`config.mk`:
```
export PLATFORM = sky130hd
export DESIGN_NAME = unidade_controle
export DESIGN_NICKNAME = d
export VERILOG_FILES = /design/src/rtl/unidade_controle.sv
export SDC_FILE = /design/constraint.sdc
export NUM_CORES = 1
export LEC_CHECK = 0
export CORE_MARGIN = 5
export CORE_UTILIZATION = 26
export DETAILED_ROUTE_END_ITERATION = 16
export GPL_ROUTABILITY_DRIVEN = 0
export GPL_TIMING_DRIVEN = 0
export MAX_ROUTING_LAYER = met4
export PLACE_DENSITY_LB_ADDON = 0.12
export SYNTH_ARGS = -nofsm -noshare
export SYNTH_HDL_FRONTEND = slang
export SYNTH_SLANG_ARGS = --single-unit
```
`constraint.sdc`:
```
create_clock -name clk -period 2.2 [get_ports clk]
set_input_delay 0.44 -clock clk [delete_from_list [all_inputs] [get_ports clk]]
set_output_delay 0.44 -clock clk [all_outputs]
set_load 0.1 [all_outputs]
```
`src/rtl/unidade_controle.sv`:
```
// Control unit for a small register-file/ALU datapath: accepts one 16-bit
// instruction at a time and sequences operand loads, ALU execute or immediate write.
module unidade_controle (
  input  logic        clk,
  input  logic        reset,
  input  logic        instr_valid,
  input  logic [15:0] instr,
  output logic        instr_ready,
  input  logic        carry_out,
  output logic        escrita,
  output logic [1:0]  reg_addr,
  output logic        sel12,
  output logic        sel21,
  output logic [2:0]  operacao,
  output logic        carry_in,
  output logic [3:0]  dados,
  output logic        busy,
  output logic        done,
  output logic        flag_carry,
  output logic [7:0]  instr_count
);

  // Handshake: an instruction transfers on a rising edge where
  // instr_valid & instr_ready; instr_ready is high only in IDLE out of reset.
  typedef enum logic [2:0] {
    IDLE      = 3'd0,
    LOAD_A    = 3'd1,
    LOAD_B    = 3'd2,
    EXEC      = 3'd3,
    WRITE_IMM = 3'd4
  } state_t;

  state_t      state_q, state_d;
  logic [2:0]  op_q, op_d;
  logic [1:0]  rd_q, rd_d;
  logic [1:0]  ra_q, ra_d;
  logic [1:0]  rb_q, rb_d;
  logic        cin_q, cin_d;
  logic [3:0]  imm_q, imm_d;
  logic        done_q, done_d;
  logic        flag_carry_q, flag_carry_d;
  logic [7:0]  count_q, count_d;
  logic        accept;
  logic        unused_reserved;

  assign unused_reserved = instr[4];
  assign instr_ready     = (state_q == IDLE) && !reset;
  assign accept          = instr_valid && instr_ready;

  always_comb begin
    state_d      = state_q;
    op_d         = op_q;
    rd_d         = rd_q;
    ra_d         = ra_q;
    rb_d         = rb_q;
    cin_d        = cin_q;
    imm_d        = imm_q;
    done_d       = 1'b0;
    flag_carry_d = flag_carry_q;
    count_d      = count_q;
    case (state_q)
      IDLE: begin
        if (accept) begin
          op_d    = instr[14:12];
          rd_d    = instr[11:10];
          ra_d    = instr[9:8];
          rb_d    = instr[7:6];
          cin_d   = instr[5];
          imm_d   = instr[3:0];
          state_d = instr[15] ? WRITE_IMM : LOAD_A;
        end
      end
      LOAD_A: state_d = LOAD_B;
      LOAD_B: state_d = EXEC;
      EXEC: begin
        state_d      = IDLE;
        done_d       = 1'b1;
        flag_carry_d = carry_out;
        count_d      = count_q + 8'd1;
      end
      WRITE_IMM: begin
        state_d = IDLE;
        done_d  = 1'b1;
        count_d = count_q + 8'd1;
      end
      default: state_d = IDLE;
    endcase
  end

  // Reset wins over every transition, so an aborted write never counts.
  always_ff @(posedge clk) begin
    if (reset) begin
      state_q      <= IDLE;
      op_q         <= '0;
      rd_q         <= '0;
      ra_q         <= '0;
      rb_q         <= '0;
      cin_q        <= 1'b0;
      imm_q        <= '0;
      done_q       <= 1'b0;
      flag_carry_q <= 1'b0;
      count_q      <= '0;
    end else begin
      state_q      <= state_d;
      op_q         <= op_d;
      rd_q         <= rd_d;
      ra_q         <= ra_d;
      rb_q         <= rb_d;
      cin_q        <= cin_d;
      imm_q        <= imm_d;
      done_q       <= done_d;
      flag_carry_q <= flag_carry_d;
      count_q      <= count_d;
    end
  end

  always_comb begin
    escrita  = 1'b0;
    reg_addr = 2'b00;
    sel12    = 1'b0;
    sel21    = 1'b0;
    operacao = 3'b000;
    carry_in = 1'b0;
    busy     = 1'b0;
    case (state_q)
      LOAD_A: begin
        reg_addr = ra_q;
        operacao = op_q;
        busy     = 1'b1;
      end
      LOAD_B: begin
        reg_addr = rb_q;
        sel12    = 1'b1;
        operacao = op_q;
        busy     = 1'b1;
      end
      EXEC: begin
        reg_addr = rd_q;
        sel12    = 1'b1;
        sel21    = 1'b1;
        escrita  = !reset;
        operacao = op_q;
        carry_in = cin_q;
        busy     = 1'b1;
      end
      WRITE_IMM: begin
        reg_addr = rd_q;
        escrita  = !reset;
        busy     = 1'b1;
      end
      default: ;
    endcase
  end

  assign dados       = imm_q;
  assign done        = done_q;
  assign flag_carry  = flag_carry_q;
  assign instr_count = count_q;

endmodule

```
==> impl_metrics.yaml, run 1 <==
global_route:
  grt_use_total_pct: 10.5
  grt_pass1_vias: 1161
  overflow: 0
  antenna_found_initial: 0
  grt_max_degree: 16
  grt_pass1_wl_um: 5220
sta:
  drv_slew: 0
  grt_setup_unrepaired: "false"
  fin_skew_ns: 0.00305
  layout_min_cycle_time_ns: 2.13
  worst_slack_ns: 0.0738
  setup_viol: 0
  fmax_mhz: 470
  slew-limit-headroom_pct: 35.4
  period_share_pct: 96.6
  hold_viol: 0
  tightest_slew_ns: 0.967
logic_synthesis:
  synth-seq-cells: 27
  syn_avg_cell_area_um2: 9.75
  syn_inst: 133
  synth_cell_types: 29
  synth_nets: 154
  yosysWarnings: 0
  synth_seq_area_share_pct: 41.7
  synth_area_um2: 1300
layout:
  multiInputGateArea_um2: 761
  design_area_um2: 1940
  fin_nets: 202
  fill_cells: 494
  insertedDiodeCount: 0
  area.sequential_um2: 542
  syn2layout_area_growth_pct: 49.8
  drive_gt1_share_pct: 30.6
floorplan:
  ios: 45
  core-area_um2: 4790
  row_count: 25
  fp.dieArea_um2: 6500
  start_util_pct: 27.1
  die_w_um: 80.6
  die_y_um: 80.6
clock_tree:
  root_buffer: "clkbuf_8"
  cts_tree: "yes"
  post-cts-setup-buffer-count: 0
  numCtsBuffers: 3
  numClockSinks: 27
  postCtsHoldBufs: 0
  clkLatencyLatePin_ns: 0.27
  cts_max_level: 1
  clockBufferDepth: 2
  clk_pin_slew_ns: 0.09
worst_setup_path:
  path_class: "flip-flop to output port"
  worst-path-max-fanout: 10
  cp.required_ns: 1.76
  arrival_ns: 1.69
  end_kind: "output port"
  start_kind: "flip-flop"
route:
  vias_per_cell: 4.43
  wl_per_cell_um: 12.8
  drc: 0
  routed_wl_um: 3150
  drtPass1Iterations: 4
  vias: 1093
  drt_iter0_markers: 57
  ant_nets: 0
pwr:
  seq_power_share_pct: 46.6
  p_sw_w: 0.000390
  power.share.switching_pct: 33.9
  vdd_drop_max_v: 0.000252
  pwr-share-comb_pct: 29.0
  clkPwrFrac_pct: 24.4
  cellLeakagePower_nw: 0.839
  p_int_w: 0.000761
  power_density_nw_per_um2: 593
status:
  status: "complete, no violations"
place:
  post-place-ws_ns: -0.921
  portBuffers: 43
  dp_hpwl_um: 2450
  dpl_cell_area_um2: 1880
flow_run:
  maxCapViolCount: 0
hold_path:
  min_path_type: "flip-flop to flip-flop"
## path summary, 6_finish.rpt
kind / start / to / slack, ns / cells past startpoint
setup / recovery: state_q[1] / reg_addr[1] / 0.07 / 6
hold / removal: flag_carry / flag_carry / 0.46 / 2
setup reg to reg: state_q[1] / instr_count[5] / 0.52 / 5
hold reg to reg: flag_carry / flag_carry / 0.46 / 2
## power by group through the flow
stage               logic (W)  registers (W)  clock network (W)
floorplan            0.000186       0.000608                  0
global placement     0.000337       0.000547                  0
detailed placement   0.000340       0.000547                  0
CTS                  0.000336       0.000536           0.000299
global route         0.000352       0.000539           0.000318
finish               0.000334       0.000536           0.000281
## cell usage after synthesis (all sizes together)
master	n	area, um2
a21boi	1	7.51
nor3	2	10.0
o21a	1	7.51
ha	1	12.5
dfxtp	27	541
a21oi	7	35.0
nor2	12	45.0
inv	4	15.0
nand2	5	21.3
nor2b	20	125
o2bb2ai	2	17.5
nand3b	1	7.51
o21ai	2	10.0
and2b	1	7.51
buf	5	37.5
a211oi	3	37.5
nor3b	4	30.0
xnor2	1	8.76
clkbuf	3	11.3
mux2	20	225
nand3	4	20.0
nor4	2	27.5
a22oi	2	15.0
or3b	1	8.76
nand4	2	12.5
## final cells by class
type                    count  area share, %
multi-input cells          94           39.2
flip-flops and latches     27           27.9
repair buffers             43           22.4
well taps                  67           4.32
plain buffers               8           3.03
clock buffers               3           2.13
inverters                   4          0.773
clock inverters             1          0.258
## critical path: stages (launching register included)
cell and delay [ns]:
dfxtp_1 0.32, buf_6 0.13, or3b_1 0.36, buf_6 0.16, nand2_2 0.10, o2bb2ai_2 0.12
buf_8 0.22
## per-stage QoR
step / setup TNS, ns / hold slack, ns / util (%) / instances / power [W]
floorplan: -1.25 / 0.479 / - / 133 / 0.000794
global placement: -4.70 / 0.447 / 39.3 / 243 / 0.000884
detailed placement: -4.81 / 0.451 / 39.3 / 243 / 0.000888
CTS: 0 / 0.466 / 40.1 / 247 / 0.00117
global route: 0 / 0.491 / 40.6 / 247 / 0.00121
finish: 0 / 0.458 / 40.6 / 247 / 0.00115
## sequential cells by signal, summed over array words and instances (netlist names)
| signal | flops |
|---|---|
| rb_q | 2 |
| flag_carry | 1 |
| instr_count | 8 |
| cin_q | 1 |
| rd_q | 2 |
| dados | 4 |
| op_q | 3 |
| done | 1 |
| ra_q | 2 |
| state_q | 3 |
## kinds of logic after synthesis
kind of cell    Yosys count  share of synthesized area (%)
fa+ha+maj                 1                          0.965
buf+inv                  12                           4.92
xor+xnor                  1                          0.676
compound gates           18                           10.0
flops                    27                           41.7
simple gates             54                           24.3
mux                      20                           17.4
## layout by cell type (no fill, tap or decap), types with 2 or more instances in the layout
cell | Yosys | final
clkdlybuf4s15_2 | 0 | 4
o21ai_0 | 2 | 2
nor2_2 | 0 | 2
buf_2 | 3 | 2
inv_1 | 4 | 4
a211oi_2 | 3 | 3
a21oi_1 | 7 | 6
nand3_1 | 4 | 4
clkbuf_4 | 0 | 3
a22oi_1 | 2 | 2
nor3b_4 | 0 | 2
dlygate4sd2_1 | 0 | 11
nand4_1 | 2 | 2
clkdlybuf4s50_1 | 0 | 18
clkbuf_8 | 0 | 3
mux2_1 | 3 | 3
o2bb2ai_2 | 0 | 2
nor2b_1 | 20 | 19
buf_6 | 2 | 4
clkbuf_1 | 3 | 2
nor3_1 | 2 | 2
nor2_1 | 12 | 10
dlymetal6s2s_1 | 0 | 3
nand2_2 | 1 | 2
nand2_1 | 4 | 3
mux2_2 | 17 | 17
dfxtp_1 | 27 | 26
## repair_timing
item                                    4_1_cts  5_1_grt
gates cloned                                  0        0
resized for setup                            66        9
endpoints found under the setup margin       22        8
## per-layer routing
| layer | vias up | share of wire, % | track usage, % |
|---|---|---|---|
| li1 | 553 | - | - |
| met1 | 514 | 45 | 12.1 |
| met2 | 24 | 49 | 18.3 |
| met3 | 2 | 5.2 | 1.91 |
| met4 | 0 | 0.76 | 3.55 |
| met5 | - | 0 | - |
No activity file was read; power rests on OpenSTA's default activity.
==> run 2, diff against run 1 <==
Settings changed: CORE_UTILIZATION 26 to 35.
==> run 2 against run 1 <==
Against the previous run:
- utilization up 12 points
- critical path type unchanged
- final area down 1.3%
- register-to-register slack better by 0.03 ns
- largest cell class unchanged
==> impl_metrics.yaml, run 2 (synthesis results as in run 1) <==
status:
  status: "complete, no violations"
worst_setup_path:
  crit_top_cell: "buf_6"
  reg2reg_setup_slack_ns: 0.55
  worst-path-max-fanout: 10
  start_kind: "flip-flop"
  end_kind: "output port"
  r2r-end: "instr_count[6]"
  r2r_cells: 5
  path_cells: "buf_6 > or3b_1 > buf_6 > nand2_2 > o2bb2ai_2 > buf_8"
  cp_slowest_stage_delay_ns: 0.36
  cp.required_ns: 1.76
  endpoint: "reg_addr[0]"
  path_class: "flip-flop to output port"
  arrival_ns: 1.68
  crit_start: "state_q[1]"
  rr_startpoint: "state_q[1]"
  crit_slowest_cell: "or3b_1"
layout:
  syn2layout_area_growth_pct: 47.9
  layout_common_cells: "dfxtp_1 (25), nor2b_1 (19), clkdlybuf4s50_1 (18)"
  fin_nets: 202
  drive_gt1_share_pct: 31.1
  layout_commonest_cell: "dfxtp_1"
  largest_reg_flops: 8
  design_area_um2: 1920
  insertedDiodeCount: 0
hold_path:
  min_path_type: "flip-flop to flip-flop"
sta:
  layout_min_cycle_time_ns: 2.12
  fmax_mhz: 471
  fin_skew_ns: 0.00584
  tightest_slew_ns: 0.965
  slew-limit-headroom_pct: 35.6
  hold_viol: 0
  period_share_pct: 96.5
  setup_viol: 0
  drv_slew: 0
floorplan:
  row_count: 22
  start_util_pct: 35.7
  die_w_um: 70.9
  core-area_um2: 3630
  ios: 45
  die_y_um: 70.9
  fp.dieArea_um2: 5020
clock_tree:
  numCtsBuffers: 3
  clockBufferDepth: 2
  clkLatencyLatePin_ns: 0.27
  numClockSinks: 27
  cts_max_level: 1
  root_buffer: "clkbuf_8"
  cts_tree: "yes"
  post-cts-setup-buffer-count: 0
  clk_pin_slew_ns: 0.09
global_route:
  grt_pass1_vias: 1196
  grt_max_degree: 16
  grt_pass1_wl_um: 5360
  grt_use_total_pct: 13.1
  antenna_found_initial: 0
  overflow: 0
route:
  drtPass1Iterations: 4
  wl_per_cell_um: 13.2
  drc: 0
  routed_wl_um: 3010
  vias_per_cell: 4.83
  vias: 1101
  ant_nets: 0
  drt_iter0_markers: 13
pwr:
  vdd_drop_max_v: 0.000306
  cellLeakagePower_nw: 0.827
  total_power_w: 0.00115
  power_density_nw_per_um2: 599
place:
  dpl_cell_area_um2: 1860
  portBuffers: 43
  dp_hpwl_um: 2350
flow_run:
  maxCapViolCount: 0
run 2: per-layer routing:
layer	vias to the layer above	GRT usage [%]	wire, um
met2	31	22.0	1510
met1	511	16.2	1330
met4	0	3.76	25
li1	555	-	-
met5	-	-	0
met3	4	2.13	144
run 2: worst min-delay path by stage:
stage                     cells past startpoint  slack, ns    endpoint       start
after CTS                                     2       0.47  flag_carry  flag_carry
after floorplan                               1       0.48  state_q[0]  state_q[0]
after global routing                          2       0.50  flag_carry  flag_carry
after global placement                        2       0.44  flag_carry  flag_carry
after detailed placement                      2       0.46  flag_carry  flag_carry
final                                         2       0.46  flag_carry  flag_carry
run 2: metrics by stage:
step           worst slack [ns]  cells  setup TNS (ns)  hold slack (ns)  utilization [%]
2_1_floorplan            -0.136    133           -1.25            0.479                -
3_3_place_gp             -0.896    224           -4.60            0.444             51.1
3_5_place_dp             -0.916    224           -4.65            0.460             51.1
4_1_cts                 0.00346    228               0            0.472             52.0
5_1_grt               -0.000757    228       -0.000757            0.500             52.8
6_report                 0.0770    228               0            0.462             52.8
run 2: timing repair:
action	CTS	global route
hold endpoints to repair	0	0
hold buffers	0	0
endpoints found under the setup margin	23	7
gates resized for setup	65	11
run 2: critical path: cells and delay by family, from the launching register on:
family	cells	cell delay (ns)
DFF	1	0.31
AOI/OAI and AO/OA	1	0.13
and+or+nand+nor	2	0.46
buffers and inverters	3	0.51
run 2: layout make-up:
class | count | area, um2
Buffer | 8 | 58.8
Clock buffer | 3 | 41.3
Clock inverter | 1 | 5.00
Fill cell | 366 | 1720
Inverter | 4 | 15.0
Multi-Input combinational cell | 94 | 761
Sequential cell | 27 | 543
Tap cell | 48 | 60.1
Timing Repair Buffer | 43 | 433
run 2: power by group:
| group | switching (W) | total, W | internal [W] | leakage (nW) |
|---|---|---|---|---|
| Clock | 0.000152 | 0.000278 | 0.000127 | 0.0255 |
| Combinational | 0.000217 | 0.000333 | 0.000115 | 0.580 |
| Sequential | 0.0000184 | 0.000537 | 0.000518 | 0.222 |
